==> src/rtl/dm_loader_pkg.sv <==
// Shared types and constants for the UART-to-data-memory image loader.
package dm_loader_pkg;

  localparam int DM_AW    = 13;
  localparam int DM_DW    = 16;
  localparam int DM_DEPTH = 8192;

  // Loader FSM: wait for start, collect low byte, collect high byte, write.
  typedef enum logic [1:0] {
    IDLE = 2'd0,
    LO   = 2'd1,
    HI   = 2'd2,
    WR   = 2'd3
  } state_e;

endpackage : dm_loader_pkg

==> src/rtl/dm_loader_if.sv <==
// Bus bundle between the loader, its controller/UART side and the DM port.
// master: controller + UART RX side; slave: the loader itself.
interface dm_loader_if #(
  parameter int AW = dm_loader_pkg::DM_AW,
  parameter int DW = dm_loader_pkg::DM_DW
);

  // Control and UART byte stream
  logic          start;
  logic          abort;
  logic [AW-1:0] base_addr;
  logic [AW:0]   word_cnt;
  logic [7:0]    rx_byte;
  logic          rx_rdy;

  // Data-memory port and status
  logic [AW-1:0] dm_addr;
  logic          dm_we;
  logic          dm_re;
  logic [DW-1:0] dm_wdata;
  logic          busy;
  logic          done;
  logic [DW-1:0] chksum;

  modport master (
    output start, abort, base_addr, word_cnt, rx_byte, rx_rdy,
    input  dm_addr, dm_we, dm_re, dm_wdata, busy, done, chksum
  );

  modport slave (
    input  start, abort, base_addr, word_cnt, rx_byte, rx_rdy,
    output dm_addr, dm_we, dm_re, dm_wdata, busy, done, chksum
  );

endinterface : dm_loader_if

==> src/rtl/dm_loader_chksum.sv <==
// ld_chksum: modulo-2^DW running sum of written words, with synchronous clear.
// Only instantiated when DM_LOADER_CHKSUM_EN is defined.
module ld_chksum
  import dm_loader_pkg::*;
#(
  parameter int DW = DM_DW
) (
  input  logic          clk,
  input  logic          rst_n,
  input  logic          i_clr,
  input  logic          i_en,
  input  logic [DW-1:0] i_data,
  output logic [DW-1:0] o_sum
);

  logic [DW-1:0] r_sum;

  // Accumulate each written word; clear wins because it only occurs in IDLE.
  always_ff @(posedge clk or negedge rst_n) begin
    if (!rst_n) begin
      r_sum <= '0;
    end else if (i_clr) begin
      r_sum <= '0;
    end else if (i_en) begin
      r_sum <= r_sum + i_data;
    end
  end

  assign o_sum = r_sum;

endmodule : ld_chksum

==> src/rtl/dm_loader.sv <==
// dm_loader: packs little-endian byte pairs from the UART into DM words and
// writes them at consecutive (wrapping) addresses. All outputs are registered.
// Optional feature macro: DM_LOADER_CHKSUM_EN (running word checksum).
module dm_loader
  import dm_loader_pkg::*;
#(
  parameter int AW = DM_AW,
  parameter int DW = DM_DW
) (
  input  logic        clk,
  input  logic        rst_n,
  dm_loader_if.slave  bus
);

  state_e        r_state;
  state_e        w_next;
  logic [AW-1:0] r_addr;
  logic [AW:0]   r_cnt;
  logic [DW-1:0] r_wdata;
  logic          r_we;
  logic          r_done;
  logic          r_busy;

  logic          w_accept;   // start taken in IDLE (any count)
  logic          w_ld_lo;    // capture rx_byte as low byte
  logic          w_ld_hi;    // capture rx_byte as high byte
  logic          w_adv;      // write happening this cycle: bump addr, drop count
  logic          w_done_nxt;
  logic          w_last;

  assign w_last = (r_cnt == (AW+1)'(1));

  // State register.
  // NOTE: sequential state uses non-blocking (<=) so every flop samples
  // pre-edge values; blocking here would create order-dependent races.
  always_ff @(posedge clk or negedge rst_n) begin
    if (!rst_n) begin
      r_state <= IDLE;
    end else begin
      r_state <= w_next;
    end
  end

  // Next-state and datapath control decode.
  // NOTE: every output of this block gets a default first so no path leaves
  // a signal unassigned, which would infer a latch.
  always_comb begin
    w_next     = r_state;
    w_accept   = 1'b0;
    w_ld_lo    = 1'b0;
    w_ld_hi    = 1'b0;
    w_adv      = 1'b0;
    w_done_nxt = 1'b0;
    unique case (r_state)
      IDLE: begin
        if (bus.start) begin
          w_accept = 1'b1;
          if (bus.word_cnt != '0) begin
            w_next = LO;
          end else begin
            w_done_nxt = 1'b1;
          end
        end
      end
      LO: begin
        if (bus.abort) begin
          w_next = IDLE;
        end else if (bus.rx_rdy) begin
          w_ld_lo = 1'b1;
          w_next  = HI;
        end
      end
      HI: begin
        if (bus.abort) begin
          w_next = IDLE;
        end else if (bus.rx_rdy) begin
          w_ld_hi = 1'b1;
          w_next  = WR;
        end
      end
      WR: begin
        // The strobe is already high this cycle, so the write always completes.
        w_adv = 1'b1;
        if (w_last) begin
          w_next     = IDLE;
          w_done_nxt = !bus.abort;
        end else if (bus.abort) begin
          w_next = IDLE;
        end else if (bus.rx_rdy) begin
          w_ld_lo = 1'b1;
          w_next  = HI;
        end else begin
          w_next = LO;
        end
      end
      default: w_next = IDLE;
    endcase
  end

  // Address/count counter, byte packer and registered status outputs.
  always_ff @(posedge clk or negedge rst_n) begin
    if (!rst_n) begin
      r_addr  <= '0;
      r_cnt   <= '0;
      r_wdata <= '0;
      r_we    <= 1'b0;
      r_done  <= 1'b0;
      r_busy  <= 1'b0;
    end else begin
      if (w_accept) begin
        r_addr <= bus.base_addr;
        r_cnt  <= bus.word_cnt;
      end else if (w_adv) begin
        r_addr <= r_addr + 1'b1;   // wraps modulo 2^AW
        r_cnt  <= r_cnt - 1'b1;
      end
      if (w_ld_lo) begin
        r_wdata[7:0] <= bus.rx_byte;
      end
      if (w_ld_hi) begin
        r_wdata[DW-1:8] <= (DW-8)'(bus.rx_byte);
      end
      r_we   <= (w_next == WR);
      r_done <= w_done_nxt;
      r_busy <= (w_next != IDLE);
    end
  end

  assign bus.dm_addr  = r_addr;
  assign bus.dm_we    = r_we;
  assign bus.dm_re    = 1'b0;
  assign bus.dm_wdata = r_wdata;
  assign bus.busy     = r_busy;
  assign bus.done     = r_done;

`ifdef DM_LOADER_CHKSUM_EN
  ld_chksum #(.DW(DW)) u_chksum (
    .clk    (clk),
    .rst_n  (rst_n),
    .i_clr  (w_accept),
    .i_en   (r_we),
    .i_data (r_wdata),
    .o_sum  (bus.chksum)
  );
`else
  assign bus.chksum = '0;
`endif

endmodule : dm_loader

==> src/flat_wrapper.sv <==
// flat-port wrapper written by rule: the top's interface ports become plain ports
module dm_loader_flat import dm_loader_pkg::*;
#(
  parameter int AW = DM_AW,
  parameter int DW = DM_DW
)
  (clk, rst_n, bus_start, bus_abort, bus_base_addr, bus_word_cnt, bus_rx_byte, bus_rx_rdy, bus_dm_addr, bus_dm_we, bus_dm_re, bus_dm_wdata, bus_busy, bus_done, bus_chksum);
  dm_loader_if #(.AW(AW), .DW(DW)) bus_i ();
  input  logic clk;
  input  logic rst_n;
  input wire logic [$bits(bus_i.start)-1:0] bus_start;
  input wire logic [$bits(bus_i.abort)-1:0] bus_abort;
  input wire logic [$bits(bus_i.base_addr)-1:0] bus_base_addr;
  input wire logic [$bits(bus_i.word_cnt)-1:0] bus_word_cnt;
  input wire logic [$bits(bus_i.rx_byte)-1:0] bus_rx_byte;
  input wire logic [$bits(bus_i.rx_rdy)-1:0] bus_rx_rdy;
  output wire logic [$bits(bus_i.dm_addr)-1:0] bus_dm_addr;
  output wire logic [$bits(bus_i.dm_we)-1:0] bus_dm_we;
  output wire logic [$bits(bus_i.dm_re)-1:0] bus_dm_re;
  output wire logic [$bits(bus_i.dm_wdata)-1:0] bus_dm_wdata;
  output wire logic [$bits(bus_i.busy)-1:0] bus_busy;
  output wire logic [$bits(bus_i.done)-1:0] bus_done;
  output wire logic [$bits(bus_i.chksum)-1:0] bus_chksum;
  assign bus_i.start = bus_start;
  assign bus_i.abort = bus_abort;
  assign bus_i.base_addr = bus_base_addr;
  assign bus_i.word_cnt = bus_word_cnt;
  assign bus_i.rx_byte = bus_rx_byte;
  assign bus_i.rx_rdy = bus_rx_rdy;
  assign bus_dm_addr = bus_i.dm_addr;
  assign bus_dm_we = bus_i.dm_we;
  assign bus_dm_re = bus_i.dm_re;
  assign bus_dm_wdata = bus_i.dm_wdata;
  assign bus_busy = bus_i.busy;
  assign bus_done = bus_i.done;
  assign bus_chksum = bus_i.chksum;
  dm_loader #(.AW(AW), .DW(DW)) u_core (.clk(clk), .rst_n(rst_n), .bus(bus_i));
endmodule
==> config.mk <==
export PLATFORM = sky130hd
export DESIGN_NAME = dm_loader_flat
export DESIGN_NICKNAME = d
export VERILOG_FILES = /design/src/rtl/dm_loader_pkg.sv /design/src/rtl/dm_loader_if.sv /design/src/rtl/dm_loader_chksum.sv /design/src/rtl/dm_loader.sv /design/src/flat_wrapper.sv
export SDC_FILE = /design/constraint.sdc
export NUM_CORES = 1
export LEC_CHECK = 0
export ABC_CLOCK_PERIOD_IN_PS = 4900
export CAP_MARGIN = 15
export CORE_AREA = 2 2 75 77
export DETAILED_ROUTE_END_ITERATION = 16
export DIE_AREA = 0 0 77 79
export PLACE_DENSITY = 0.85
export REMOVE_ABC_BUFFERS = 1
export SYNTH_ARGS = -nofsm -noshare
export SYNTH_HDL_FRONTEND = slang
export SYNTH_SLANG_ARGS = --single-unit
==> constraint.sdc <==
create_clock -name clk -period 4.9 [get_ports clk]
set_input_delay 0.98 -clock clk [delete_from_list [all_inputs] [get_ports clk]]
set_output_delay 0.98 -clock clk [all_outputs]
set_load 0.1 [all_outputs]
; After elaboration in Yosys (flattened, before gate mapping)
; Cells that the tools add are included.
[classes]
n_addsub = 2
eq_ne = 5
muxes = 26
n_reduce_logical = 5
[ops]
columns = op, count
row1 = $mux 14, 2
row2 = $mux 13, 2
row3 = $mux 2, 9
row4 = $eq 14x1->1 const B, 1
row5 = $reduce_bool 14->1, 1
row6 = $sub 14x1->14 const B, 1
row7 = $add 13x1->13 const B, 1
row8 = $mux 1, 10
row9 = $pmux 2 s4, 1
row10 = $eq 2x2->1 const B, 3
row11 = $pmux 1 s2, 2
row12 = $reduce_bool 2->1, 2
row13 = $eq 2x1->1 const B, 1
row14 = $logic_not 2->1, 1
row15 = $logic_not 1->1, 1
[totals]
register_bits = 48
input_bits = 40
output_inout_bits = 49
elab_cells = 46

; Logic depth before layout (Yosys ltp)
; Gate-level depths: netlist of run 1.
[logic_depth]
ltp_word = 5
mapped_depth = 7
mapped_depth_nobuf = 6

; Worst setup path before layout of run 1
; No wires, ideal clock.
[synth_timing]
kind = flip-flop to flip-flop
from = reg u_core.r_addr[0], in the netlist u_core.bus.dm_addr[0]
to = reg u_core.r_addr[10], in the netlist u_core.bus.dm_addr[10]
setup_ns = 0.133
t_arrival_ns = 1.921
t_required_ns = 4.767
setup_slack_ns = 2.846
stages_incl_launch_ff = 7
n_path_buf = 0
period_less_slack_ns = 2.054
path_cell_list = dfrtp_1 ha_1 and2_1 nand4_1 nor2_1 xnor2_1 o21ai_0
[synth_via]
elab_chain_len = 3
[synth_lines]
columns = item, line_no
row1 = from (decl), dm_loader.sv:17  ; logic [AW-1:0] r_addr;
row2 = from (signal assigned), dm_loader.sv:111  ; r_addr <= bus.base_addr;
row3 = from (signal assigned), dm_loader.sv:114  ; r_addr <= r_addr + 1'b1;
row4 = $add 13x1->13, dm_loader.sv:114
row5 = $mux 13, dm_loader.sv:113  ; end else if (w_adv) begin
row6 = $mux 13, dm_loader.sv:110  ; if (w_accept) begin
; Every way passes these cells. The select of a mux whose other input is x is not followed.
; A chain may end at the register's enable or synchronous reset.

; Worst setup path in the final report of run 1
[layout_timing]
from = reg u_core.r_addr[8], in the netlist u_core.bus.dm_addr[8]
to = out bus_dm_addr[8]
[layout_rtl]
columns = item, line_no
row1 = to (decl), flat_wrapper.sv:17  ; output wire logic [$bits(bus_i.dm_addr)-1:0] bus_dm_addr;
; No word-level cell between the ends.

==> results of run 1 <==
## area by class of cell
| class | count | area (sq um) | area share (%) |
|---|---|---|---|
| timing repair buffer | 73 | 733 | 22.0 |
| sequential | 48 | 1200 | 36.0 |
| clock inverter | 1 | 5.00 | 0.150 |
| clock buffer | 6 | 72.6 | 2.18 |
| inverter | 6 | 22.5 | 0.675 |
| multi-input combinational | 191 | 1210 | 36.3 |
| tap | 72 | 90.1 | 2.70 |
## state kept, by name, summed over array words and instances (netlist names)
signal               count
u_core.bus.dm_we         1
u_core.bus.dm_addr      13
u_core.r_state           2
u_core.r_cnt            14
u_core.bus.busy          1
u_core.bus.done          1
u_core.bus.dm_wdata     16
## cell usage in the layout, fill, tap and decap left out, drive strengths merged, types with 5 or more instances in the layout
cell / instances
clkbuf: 6
clkdlybuf4s50: 70
conb: 17
dfrtp: 48
ha: 7
inv: 6
mux2: 16
nand2: 40
nand3: 5
nand4: 5
nor2: 14
o21ai: 30
xnor2: 14
xor2: 11
## stage by stage
stage	area, sq um	hold WS (ns)	instances
after global placement	3240	0.487	389
after CTS	3310	0.513	396
after detailed placement	3240	0.494	389
after floorplan	2430	0.534	245
after global routing	3330	0.498	397
final	3330	0.504	397
## kinds of logic (layout without fill, tap and decap cells)
family          after synthesis  count (layout)  share of synthesized area (%)
buf+inv                      30              86                           6.98
mux                          17              17                           7.52
fa+ha+maj                     7               7                           3.47
compound gates               40              40                           9.46
simple gates                 85              85                           16.2
xor+xnor                     25              25                           8.66
flops                        48              48                           47.5
other cells                   1              17                          0.148
## routing by layer
| layer | vias to the layer above | global-route usage, % | wire, um |
|---|---|---|---|
| li1 | 977 | - | - |
| met1 | 940 | 23.6 | 2420 |
| met2 | 74 | 31.3 | 2620 |
| met3 | 8 | 3.64 | 289 |
| met4 | 0 | 6.07 | 68 |
| met5 | - | 0 | 0 |
## how the worst min path moves through the flow
| stage | to | slack (ns) | cells past startpoint |
|---|---|---|---|
| after global placement | u_core.bus.dm_wdata[13] | 0.49 | 1 |
| final | u_core.bus.dm_wdata[14] | 0.50 | 1 |
| after detailed placement | u_core.bus.dm_wdata[10] | 0.49 | 1 |
| after CTS | u_core.bus.dm_wdata[10] | 0.51 | 1 |
| after global routing | u_core.bus.dm_wdata[6] | 0.50 | 1 |
| after floorplan | u_core.r_cnt[13] | 0.53 | 2 |
==> metrics.yaml, run 1 <==
cp.required_ns: 3.92
drcViolationCount: 0
end_kind: "output pin"
drt_pre_antenna_iters: 4
hold_viol_final: 0
insertedDiodeCount: 0
num_vias: 1999
h-tree-depth: 2
grt.total_usage_pct: 18.3
synth.ff_latch_count: 48
status: "finished clean"
ioPinCount: 89
cts_buffer_depth: 2
grt_overflow_total: 0
async_reset_ff_share_pct: 100
worstSetupEndpoint: "bus_dm_addr[8]"
cp-start-kind: "register"
synth_top_cell_area_share_pct: 47.5
rr_worst_depth: 6
place_ws_ns: 2.08
cts_setup_buffers: 0
utilization_pct: 62.5
rr_endpoint: "u_core.r_cnt[13]"
hp-class: "in2async"
synthesis.area_sq_um: 2530
r2r-start: "u_core.r_state[1]"
crit_path_cell_trace: "clkdlybuf4s50_1"
reg2reg_slack_ns: 2.27
cts_resized: 0
slew_violations: 0
clock_latency_ns: 0.30
critPathLaunch: "u_core.bus.dm_addr[8]"
grt_pass1_wl_mm: 9.00
worst_slew_pin_slew_ns: 0.998
drtIter0Drc: 102
layout_setup_ws_ns: 1.98
dieArea_sq_um: 6080
drive_gt1_share_pct: 8.62
start_util_pct: 47.4
cts.sinks: 48
antenna_found_initial: 0
slew_headroom_pct: 33.3
die_w_um: 77
syn_inst: 253
fp.dieH_um: 79
fin_crit_sh_pct: 59.6
wire_per_inst_um: 13.6
synth.area.top_cells: "dfrtp_1, mux2_2, nand2_1, o21ai_0, buf_4"
drv_cap: 0
timing.final.crit_period_ns: 2.92
synth_warnings: 0
cts_tree: "done"
detail-route-antenna-nets: 0
fillCellCount: 446
grt_max_degree: 56
grt_pass1_vias: 1910
wl_mm: 5.40
finalSetupTns_ns: 0
arrival_ns: 1.94
synth.most_common_cell: "dfrtp_1"
grt_setup_unrepaired: "no"
synthFlopType: "dfrtp_1"
viasPerCell: 5.04
synth_cell_type_count: 38
rows: 27
max_stage_delay_ns: 1.18
ctsHoldBuffers: 0
clkTransAtPathRegs_ns: 0.09
max_freq_mhz: 343
area_delta_synth_final_pct: 31.9
cp_top_family: "buffers and inverters"
cp_max_fo: 6
cts_made_buffers: 5
nets: 372
critical_path_class: "reg2out"
synth_edf_count: 0
gp_congestion: 0.802
synthTopCellsByCount: "dfrtp_1, nand2_1, o21ai_0"
setup_viol: 0
slowest_stage: "clkdlybuf4s50_1"
skew_ns: 0.00869
cp_num_buf_inv: 1
core_area_sq_um: 5340
ys_seq_area_share_pct: 47.5
root_buffer: "clkbuf_8"
io_buffers: 71
syn_area_per_cell_sq_um: 9.99
synth_area_leader_cell: "dfrtp_1"
hpwl_mm: 3.99
path_depth: 1
Power of run 1 is left out: the tool's default activity adds up to more than one toggle a clock period on the data nets, which glitch-free logic cannot reach.
==> inputs of run 2 (changes only) <==
--- a/config.mk
+++ b/config.mk
@@ -5,12 +5,12 @@
 export SDC_FILE = /design/constraint.sdc
 export NUM_CORES = 1
 export LEC_CHECK = 0
-export ABC_CLOCK_PERIOD_IN_PS = 4900
+export ABC_CLOCK_PERIOD_IN_PS = 2800
 export CAP_MARGIN = 15
-export CORE_AREA = 2 2 75 77
+export CORE_AREA = 2 2 78 80
 export DETAILED_ROUTE_END_ITERATION = 16
-export DIE_AREA = 0 0 77 79
-export PLACE_DENSITY = 0.85
+export DIE_AREA = 0 0 80 82
+export PLACE_DENSITY = 0.79
 export REMOVE_ABC_BUFFERS = 1
 export SYNTH_ARGS = -nofsm -noshare
 export SYNTH_HDL_FRONTEND = slang
==> constraint.sdc (replaced) <==
create_clock -name clk -period 2.8 [get_ports clk]
set_input_delay 0.56 -clock clk [delete_from_list [all_inputs] [get_ports clk]]
set_output_delay 0.56 -clock clk [all_outputs]
set_load 0.1 [all_outputs]
==> run 2 against run 1 <==
  * Sequential cell count unchanged
  * Worst hold slack got worse by 0.29 ns
  * Register-to-register slack got worse by 1.6 ns
  * First-iteration DRC count fell by 11%
  * Global-route usage fell by 2.2 points
  * Via count fell by 0.85%
  * Count of clock-buffer cells in the layout grew 1
  * Worst setup slack got worse by 1.3 ns
==> metrics.yaml, run 2 (synthesis results as in run 1) <==
grt_pass1_vias: 1893
clock_latency_ns: 0.30
drive_gt1_share_pct: 19.3
ctsHoldBuffers: 0
hp-class: "in2async"
slew_violations: 0
grt_pass1_wl_mm: 8.25
status: "finished clean"
ioPinCount: 89
skew_ns: 0.00808
drtIter0Drc: 91
r2r-start: "u_core.r_state[1]"
root_buffer: "clkbuf_8"
max_stage_delay_ns: 0.52
insertedDiodeCount: 0
timing.final.crit_period_ns: 2.15
layout_commonest_cell: "dfrtp_1"
cts_setup_buffers: 0
cts_buffer_depth: 2
cp.required_ns: 3.01
cts_tree: "done"
end_kind: "register"
finalSetupTns_ns: 0
drcViolationCount: 0
viasPerCell: 4.93
nets: 373
wl_mm: 5.19
cts_resized: 0
core_area_sq_um: 5750
grt_setup_unrepaired: "no"
cp-start-kind: "register"
critical_path_class: "reg2reg"
fp.dieH_um: 82
grt_overflow_total: 0
critPathLaunch: "u_core.r_state[1]"
gp_congestion: 0.794
die_w_um: 80
hpwl_mm: 4.00
area_delta_synth_final_pct: 30.6
largest_reg_flops: 16
hold_viol_final: 0
start_util_pct: 44.0
num_vias: 1982
arrival_ns: 2.36
worst_slew_pin_slew_ns: 0.604
max_freq_mhz: 464
slowest_stage: "nor4b_1"
antenna_found_initial: 0
io_buffers: 71
h-tree-depth: 2
clkTransAtPathRegs_ns: 0.09
grt.total_usage_pct: 16.1
mostFrequentLayoutCells: "dfrtp_1, nand2_1, clkdlybuf4s50_1"
wire_per_inst_um: 12.9
crit_path_cell_trace: "ha_1, nor4b_1, nor4bb_1, nand2_1, xor2_1, o21ai_0"
slew_headroom_pct: 59.2
cts_made_buffers: 5
fin_crit_sh_pct: 76.9
detail-route-antenna-nets: 0
rows: 28
dieArea_sq_um: 6560
whs_ns: 0.210
drv_cap: 0
cp_max_fo: 7
setup_viol: 0
drt_pre_antenna_iters: 4
cts.sinks: 48
grt_max_degree: 56
## run 2: area by class of cell
| class | instances | area (sq um) |
|---|---|---|
| clock buffers | 7 | 96.3 |
| flip-flops and latches | 48 | 1200 |
| fillers | 510 | 2440 |
| well taps | 75 | 93.8 |
| multi-input cells | 191 | 1210 |
| clock inverters | 1 | 30.0 |
| inverters | 6 | 22.5 |
| repair buffers | 74 | 648 |
## run 2: critical path, delay by kind of cell, from the launching register on
kind | cells | cell delay (ns)
xor+xnor | 1 | 0.15
fa+ha+maj | 1 | 0.22
simple gates | 3 | 1.10
compound gates | 1 | 0.15
flops | 1 | 0.46
## run 2: stage by stage
stage	setup slack (ns)	util (%)	std cells	instance area [sq um]
final	0.647	57.5	402	3300
after global routing	0.382	57.5	402	3300
after CTS	0.606	57.5	402	3300
after detailed placement	0.419	55.3	394	3180
after global placement	0.442	55.3	394	3180
after floorplan	0.545	-	245	2430
## run 2: path summary, 6_finish.rpt
kind | to | slack, ns | cells past startpoint
min in group clk | u_core.bus.dm_wdata[11] | 0.51 | 1
worst max-delay path | u_core.r_cnt[11] | 0.65 | 6
worst min register to register | u_core.bus.dm_wdata[11] | 0.51 | 1
max in group asynchronous | u_core.bus.dm_wdata[14] | 1.86 | 2
worst max register to register | u_core.r_cnt[11] | 0.65 | 6
worst min-delay path | u_core.bus.dm_we | 0.21 | 1
## run 2: per-layer routing
metal  GRT usage, %  wire length [um]
met1           18.8              2330
met2           29.5              2430
met3           3.41               365
met4           5.25                68
met5              0                 0
Power of run 2 is left out for the same reason.
